===== config.mk =====
export PLATFORM = sky130hd
export DESIGN_NAME = mem_bus_arbiter
export DESIGN_NICKNAME = d
export VERILOG_FILES = /design/src/rtl/mem_bus_arbiter.sv
export SDC_FILE = /design/constraint.sdc
export NUM_CORES = 1
export LEC_CHECK = 0
export CAP_MARGIN = 20
export CORE_MARGIN = 2
export CORE_UTILIZATION = 45
export DETAILED_ROUTE_END_ITERATION = 12
export GPL_TIMING_DRIVEN = 0
export PLACE_DENSITY = 0.86
export SETUP_SLACK_MARGIN = 0.02
export SKIP_LAST_GASP = 1
export SLEW_MARGIN = 20
export SYNTH_ARGS = -nofsm -noshare
export SYNTH_HDL_FRONTEND = slang
export SYNTH_SLANG_ARGS = --single-unit

===== constraint.sdc =====
create_clock -name clk -period 3.38 [get_ports clk]
set_input_delay 0.338 -clock clk [delete_from_list [all_inputs] [get_ports clk]]
set_output_delay 0.338 -clock clk [all_outputs]
set_load 0.05 [all_outputs]

===== src/rtl/mem_bus_arbiter.sv =====
// Two-port round-robin arbiter for the shared 13-bit address / 8-bit data memory bus.
// Port 0 is the CPU fetch/execute path and port 1 is the program loader / DMA.
// The arbiter latches the winning request and sequences the mem_rd/mem_wr strobes
// with a programmable number of wait states.
// Writes below RAM_BASE (the ROM region) are rejected with an err pulse and never reach the bus.
module mem_bus_arbiter #(
    parameter int unsigned RD_WAIT  = 2,
    parameter int unsigned WR_WAIT  = 1,
    parameter logic [12:0] RAM_BASE = 13'h1800
) (
    input  logic        clk,
    input  logic        reset,
    input  logic        req0,
    input  logic        req1,
    input  logic        we0,
    input  logic        we1,
    input  logic [12:0] addr0,
    input  logic [12:0] addr1,
    input  logic [7:0]  wdata0,
    input  logic [7:0]  wdata1,
    output logic        gnt0,
    output logic        gnt1,
    output logic        ack0,
    output logic        ack1,
    output logic        err,
    output logic [7:0]  rdata,
    output logic [12:0] mem_addr,
    output logic [7:0]  mem_wdata,
    output logic        mem_rd,
    output logic        mem_wr,
    input  logic [7:0]  mem_rdata
);

    typedef enum logic [1:0] {
        IDLE   = 2'd0,
        SETUP  = 2'd1,
        ACCESS = 2'd2,
        DONE   = 2'd3
    } state_t;

    // The counter is loaded with WAIT-1 so that the strobe stays high for exactly WAIT cycles.
    localparam logic [3:0] RD_LOAD = 4'(RD_WAIT - 1);
    localparam logic [3:0] WR_LOAD = 4'(WR_WAIT - 1);

    state_t      r_state;
    logic        r_owner;
    logic        r_lastOwner;
    logic        r_we;
    logic [3:0]  r_waitCnt;
    logic [1:0]  r_gnt;
    logic [1:0]  r_ack;
    logic        r_err;
    logic        r_memRd;
    logic        r_memWr;
    logic [12:0] r_memAddr;
    logic [7:0]  r_memWdata;
    logic [7:0]  r_rdata;

    logic        w_anyReq;
    logic        w_winner;
    logic        w_romWrite;

    // A lone request wins outright.
    // When both ports request, the port that did not own the bus last time wins.
    always_comb begin
        w_anyReq   = req0 | req1;
        w_winner   = req1 & (~req0 | ~r_lastOwner);
        w_romWrite = r_we & (r_memAddr < RAM_BASE);
    end

    // Single FSM that owns every bus strobe and handshake output.
    // Everything is registered so the memory group sees glitch-free strobes.
    always_ff @(posedge clk or negedge reset) begin
        if (!reset) begin
            r_state     <= IDLE;
            r_owner     <= 1'b0;
            r_lastOwner <= 1'b1;
            r_we        <= 1'b0;
            r_waitCnt   <= 4'd0;
            r_gnt       <= 2'b00;
            r_ack       <= 2'b00;
            r_err       <= 1'b0;
            r_memRd     <= 1'b0;
            r_memWr     <= 1'b0;
            r_memAddr   <= 13'd0;
            r_memWdata  <= 8'd0;
            r_rdata     <= 8'd0;
        end else begin
            case (r_state)
                IDLE: begin
                    r_ack <= 2'b00;
                    r_err <= 1'b0;
                    if (w_anyReq) begin
                        r_owner    <= w_winner;
                        r_we       <= w_winner ? we1 : we0;
                        r_memAddr  <= w_winner ? addr1 : addr0;
                        r_memWdata <= w_winner ? wdata1 : wdata0;
                        r_gnt      <= w_winner ? 2'b10 : 2'b01;
                        r_state    <= SETUP;
                    end
                end
                SETUP: begin
                    if (w_romWrite) begin
                        r_ack[r_owner] <= 1'b1;
                        r_err          <= 1'b1;
                        r_state        <= DONE;
                    end else begin
                        r_waitCnt <= r_we ? WR_LOAD : RD_LOAD;
                        r_memRd   <= ~r_we;
                        r_memWr   <= r_we;
                        r_state   <= ACCESS;
                    end
                end
                ACCESS: begin
                    if (r_waitCnt == 4'd0) begin
                        if (!r_we) begin
                            r_rdata <= mem_rdata;
                        end
                        r_memRd        <= 1'b0;
                        r_memWr        <= 1'b0;
                        r_ack[r_owner] <= 1'b1;
                        r_state        <= DONE;
                    end else begin
                        r_waitCnt <= r_waitCnt - 4'd1;
                    end
                end
                DONE: begin
                    r_ack       <= 2'b00;
                    r_err       <= 1'b0;
                    r_gnt       <= 2'b00;
                    r_lastOwner <= r_owner;
                    r_state     <= IDLE;
                end
                default: begin
                    r_state <= IDLE;
                end
            endcase
        end
    end

    assign gnt0      = r_gnt[0];
    assign gnt1      = r_gnt[1];
    assign ack0      = r_ack[0];
    assign ack1      = r_ack[1];
    assign err       = r_err;
    assign rdata     = r_rdata;
    assign mem_addr  = r_memAddr;
    assign mem_wdata = r_memWdata;
    assign mem_rd    = r_memRd;
    assign mem_wr    = r_memWr;

endmodule


==> run metrics, run 1 <==
Die Span X=72.2 um; FF+latch area=0.00113 mm2; Via-to-Cell Ratio=between 5 and 6; status=finished clean; vias in the first global route=1817; Final Setup Violations=0; share of layout cells above drive strength 1=11.3%; Hold Fails Final Rpt=0; IO Count=92; Clock Latency Late Sink=~0.29 ns; area of placed instances=0.00307 mm2; critical path class=flop to flop; P per Cell Area=about 1100 mW/mm2; minimum clock period=a little over 2 ns; area leader, netlist=dfrtp_1; most frequent cells in the layout=clkdlybuf4s50_1 (89), dfrtp_1 (44), inv_1 (29); Std-Cell Core Area=0.00441 mm2; critical path arrival=between 2 and 2.5 ns; Initial Util=47.4%; diode count=0; synthesized area per cell=11.4 um2; count of cell types in the netlist=38; ANT nets after route=0; RePlAce Congestion=0.811; Root Buffer=clkbuf_8; I/O Buffers=90; Filler cells=341; crit path capture type=flop; max cap viols=0; Initial DRC Count=193; Critical Path Start Type=flop; row count=24; die height=between 70 and 80 um; fmax=493 MHz; clk sinks=45; Routed WL per cell=16.1 um; all-layer global routing usage=between 20% and 30%; synth top area cells=dfrtp_1 (53%), a222oi_1 (9.1%), inv_1 (5.2%); first-pass GRT wire length=8870 um; DP HPWL=a little over 4000 um; final core utilization=a little under three quarters; RSZ-0062 raised after global routing=false; worst-margin pin slew=approximately 0.62 ns; Seq/Total Area, Yosys=53.9%; CTS tree=done; fin area=0.00317 mm2; Num CTS Buffers=5; headroom to the max-slew limit=58.3%; final WL=5410 um; syn nets=between 200 and 250; FF+latch count, synth=45; Yosys warning count=0; Multi-input gate area=approximately 800 um2; Area Overhead vs Synth=51.3%; initial antenna violation count=0; synthesized area=0.00209 mm2; # nets final=345; top-area cell type share of the netlist area=52.6%; total power=3.48 mW; LEAKAGE=1.47 nW; Gate Count Post-Synth=184; most common cell after layout, fill and taps aside=clkdlybuf4s50_1; total die area=0.00521 mm2; Setup Buffers After CTS=0; WP data required=3.56 ns; setup TNS=0 ns; largest net degree at the start of global routing=33; CTS max path bufs=2; CP max FO=10; Clock Skews=0.00413 ns; final slew viol count=0; total gr overflow=0; vias=1809; clk slew on worst S/H paths=roughly 0.080 ns; VDD IR max=0.601 mV; HP Class=primary input to async pin; TritonRoute pass-1 iters=6; H-tree depth=2; DRC=0; fin crit share=60.1%
## final timing paths
path	from	slack, ns	to	cells past startpoint
worst max-delay path	r_state[0]	1.35	mem_addr[5]	7
worst min-delay path	reset	0.46	mem_addr[6]	2
worst max register to register	r_state[0]	1.35	mem_addr[5]	7
worst min register to register	mem_wdata[7]	0.48	mem_wdata[7]	2
max in group asynchronous	reset	2.37	r_lastOwner	3
min in group clk	req0	0.46	r_gnt[1]	4
## through the flow
stage | instances | worst slack [ns] | hold slack (ns)
floorplan | 184 | 1.61 | 0.0424
global placement | 326 | 0.741 | 0.464
detailed placement | 327 | 1.25 | 0.262
CTS | 336 | 1.37 | 0.455
global route | 336 | 1.12 | 0.487
finish | 336 | 1.35 | 0.464
## per-layer routing
metal  track usage, %  part of all wire, %
met1             29.2                   42
met2             37.5                   50
met3             4.31                  5.4
met4             8.39                  2.1
met5                0                    0
## kinds of logic after synthesis
| kind of cell | after synthesis | share of synthesized area [%] |
|---|---|---|
| AOI/OAI and AO/OA | 53 | 20.2 |
| adders and majority gates | 6 | 3.59 |
| buffers and inverters | 38 | 7.24 |
| DFF | 45 | 53.9 |
| muxes | 16 | 8.37 |
| and+or+nand+nor | 26 | 6.70 |
## area by class of cell
| type | count | area share, % |
|---|---|---|
| Inverter | 29 | 3.44 |
| Clock buffer | 6 | 2.29 |
| Timing Repair Buffer | 92 | 29.2 |
| Tap cell | 52 | 2.06 |
| Buffer | 9 | 1.34 |
| Multi-Input combinational cell | 101 | 25.7 |
| Sequential cell | 45 | 35.6 |
| Clock inverter | 2 | 0.316 |
## Yosys cell counts
cell type / n
a211o_1: 1
a21bo_2: 1
a21boi_0: 1
a21boi_2: 1
a21o_1: 1
a21oi_1: 5
a21oi_2: 1
a221oi_1: 1
a222oi_1: 19
a22o_1: 2
a22oi_1: 1
and2_1: 3
buf_2: 6
clkbuf_1: 2
clkbuf_2: 1
dfrtp_1: 44
dfstp_2: 1
ha_1: 6
inv_1: 29
mux2_2: 9
mux2i_1: 6
mux2i_2: 1
nand2_1: 7
nand3_1: 2
nor2_1: 8
nor3_4: 1
nor3b_1: 1
nor4_1: 1
o21ai_0: 10
o21ai_1: 1
o22a_1: 3
o22ai_1: 1
o31ai_1: 2
o32ai_1: 1
o41ai_1: 1
or2b_1: 1
or3_1: 1
or3b_4: 1
## critical path: stages (launching register included)
cell and delay (ns):
dfrtp_1 0.42, inv_1 0.13, ha_1 0.15, buf_2 0.18, o21ai_1 0.25, clkbuf_1 0.33, a222oi_1 0.37, inv_1 0.08
## registers in the layout (all words and copies together), names as in the netlist
| name | count |
|---|---|
| err | 1 |
| mem_rd | 1 |
| mem_wdata | 8 |
| r_lastOwner | 1 |
| r_owner | 1 |
| r_waitCnt | 4 |
| r_state | 2 |
| rdata | 8 |
| r_ack | 2 |
| mem_addr | 13 |
| mem_wr | 1 |
| r_gnt | 2 |
| r_we | 1 |
## power breakdown
group          internal [mW]  switching (mW)  leakage, nW
combinational          0.814            1.35        0.865
sequential             0.811           0.179        0.557
clock                  0.144           0.182       0.0450
## timing repair
item	CTS	global route
hold buffers	1	0
resized for setup	0	0
setup endpoints to repair	0	0
endpoints found under the hold margin	13	0
Note: power is estimated with default switching activity, not from simulation.
==> run 2, diff against run 1 <==
Settings changed: CORE_UTILIZATION 45 to 42, PLACE_DENSITY 0.86 to 0.81.
Clock period 3.38 ns to 1.9 ns, I/O delays scaled along.
==> run 2 against run 1 <==
Against the previous run:
- register-to-register slack worse by 1.3 ns
- clock skew up 0.0019 ns
- die area is 6.7% higher
- critical endpoint is now r_waitCnt[3]
- largest power group unchanged
- highest routed layer unchanged
==> run metrics, run 2 (synthesis results as in run 1) <==
GRT Max-Usage Layer=met2; Worst R2R Setup Slack=0.09 ns (-1.26 ns); TritonRoute pass-1 iters=5 (-1); diode count=0 (unchanged); largest net degree at the start of global routing=31 (-6.1%); most common cell after layout, fill and taps aside=clkdlybuf4s50_1; Hold WS=0.310 ns (-0.154 ns); IO Count=92 (unchanged); M3 GR Usage=6.91% (+2.6 points); share of layout cells above drive strength 1=15.5% (+4.2 points); Critical Path Start Type=flop; crit-path cells=buf_4 -> ha_1 -> buf_2 -> mux2i_2 -> or2b_1 -> o41ai_1; RePlAce Congestion=0.763 (-5.9%); fmax=552 MHz (+12%); met2 Use GR=33.3% (-4.2 points); Largest register FFs=13 (unchanged); Hold Fails Final Rpt=0 (unchanged); all-layer global routing usage=20.9% (-1.6 points); # nets final=352 (+2.0%); final slew viol count=0 (unchanged); total die area=0.00556 mm2 (+6.7%); total gr overflow=0 (unchanged); DRC=0 (unchanged); VDD IR max=1.28 mV (+110%); crit path capture type=flop; LEAKAGE=1.52 nW (+3.9%); Initial DRC Count=178 (-7.8%); worst-margin pin slew=0.536 ns (-0.0860 ns); I/O Buffers=90 (unchanged); DP HPWL=4020 um (-2.5%); setup TNS=0 ns (unchanged); fin crit share=95.4% (+35 points); vias in the first global route=1818 (+0.055%); # placed instances=342 (+4.6%); Routed WL per cell=15.5 um (-4.0%); FF+latch area=0.00113 mm2 (unchanged); clk sinks=45 (unchanged); max cap viols=0 (unchanged); Area Overhead vs Synth=57.2%; status=finished clean; RSZ-0062 raised after global routing=true; most frequent cells in the layout=clkdlybuf4s50_1 (89), dfrtp_1 (44), inv_1 (28); Filler cells=364 (+6.7%); Place WS=-0.0978 ns (-1.35 ns); Num CTS Buffers=5 (unchanged); Final Setup Violations=0 (unchanged); CTS tree=done; CTS max path bufs=2 (unchanged); headroom to the max-slew limit=64.2% (+5.9 points); critical path class=flop to flop; Std-Cell Core Area=0.00475 mm2 (+7.7%); Multi-input gate area=830 um2 (+2.0%); Crit-path slowest cell=dfrtp_1; vias=1850 (+2.3%); row count=25 (+4.2%); Via-to-Cell Ratio=5.17 (-4.0%); Clock Latency Late Sink=0.30 ns (about the same); minimum clock period=1.81 ns (-0.218 ns); HP Class=primary input to flop; Clock Skews=0.00608 ns (+0.00195 ns); final setup margin=0.0878 ns (-1.26 ns); CP peak stage delay=0.41 ns (about the same); ANT nets after route=0 (unchanged); die height=74.6 um (+3.3%); P per Cell Area=1950 mW/mm2 (+78%); Initial Util=44.0% (-3.4 points); CP max FO=7 (-3); H-tree depth=2 (unchanged); Root Buffer=clkbuf_8; initial antenna violation count=0 (unchanged); WP data required=2.09 ns (-1.47 ns); Die Span X=74.6 um (+3.3%); critical path arrival=2.00 ns (-0.21 ns); clk slew on worst S/H paths=0.09 ns (about the same); Final Non-Filler Cells=358 (+6.5%); first-pass GRT wire length=8730 um (-1.6%); final WL=5530 um (+2.2%); met1 GRT Util=27.1% (-2.1 points)
-- run 2: changes by cell type in the layout (fill, tap and decap cells not counted), moves of 2 or more --
cell	previous run	this run
clkbuf_4	0	2
buf_4	0	6
buf_2	7	5
buf_6	0	2
clkbuf_8	5	7
clkbuf_1	3	0
-- run 2: what timing repair did --
action                                  4_1_cts  5_1_grt
setup buffers                                 3        4
endpoints found under the setup margin       26       30
pin swaps                                     1        5
hold buffers                                  1        0
hold endpoints to repair                     14        0
gates resized for setup                       4        8
-- run 2: layer usage --
metal	up-vias	wire, um
li1	885	-
met5	-	0
met1	904	2330
met3	4	283
met2	57	2850
met4	0	68
-- run 2: where the power goes --
part	total, mW	switching, mW	internal (mW)
sequential	1.75	0.310	1.44
clock	0.656	0.326	0.329
combinational	4.01	2.45	1.56
-- run 2: worst paths after layout --
path | from | endpoint | depth (start not counted)
setup / recovery | r_state[0] | r_waitCnt[3] | 6
hold / removal | req0 | r_gnt[1] | 4
setup reg to reg | r_state[0] | r_waitCnt[3] | 6
hold reg to reg | mem_wdata[7] | mem_wdata[7] | 2
max in group asynchronous | reset | rdata[2] | 3
min in group asynchronous | reset | r_gnt[0] | 2
-- run 2: per-stage QoR --
step | instance area [um2] | util [%] | power (mW)
after global placement | 3080 | 64.7 | 5.53
final | 3290 | 69.2 | 6.42
after floorplan | 2090 | - | 4.37
after CTS | 3240 | 68.1 | 6.36
after detailed placement | 3090 | 65.0 | 5.62
after global routing | 3290 | 69.2 | 6.82
-- run 2: critical path: cells and delay by family, from the launching register on --
kind | cells | cell delay, ns
compound gates | 1 | 0.33
fa+ha+maj | 1 | 0.17
buf+inv | 2 | 0.30
flops | 1 | 0.41
mux | 1 | 0.20
simple gates | 1 | 0.28
-- run 2: layout make-up --
class | count | area share (%)
repair buffers | 99 | 29.9
inverters | 29 | 3.31
well taps | 67 | 2.55
plain buffers | 9 | 1.71
flip-flops and latches | 45 | 34.3
multi-input cells | 101 | 25.2
clock inverters | 1 | 0.152
clock buffers | 7 | 2.93
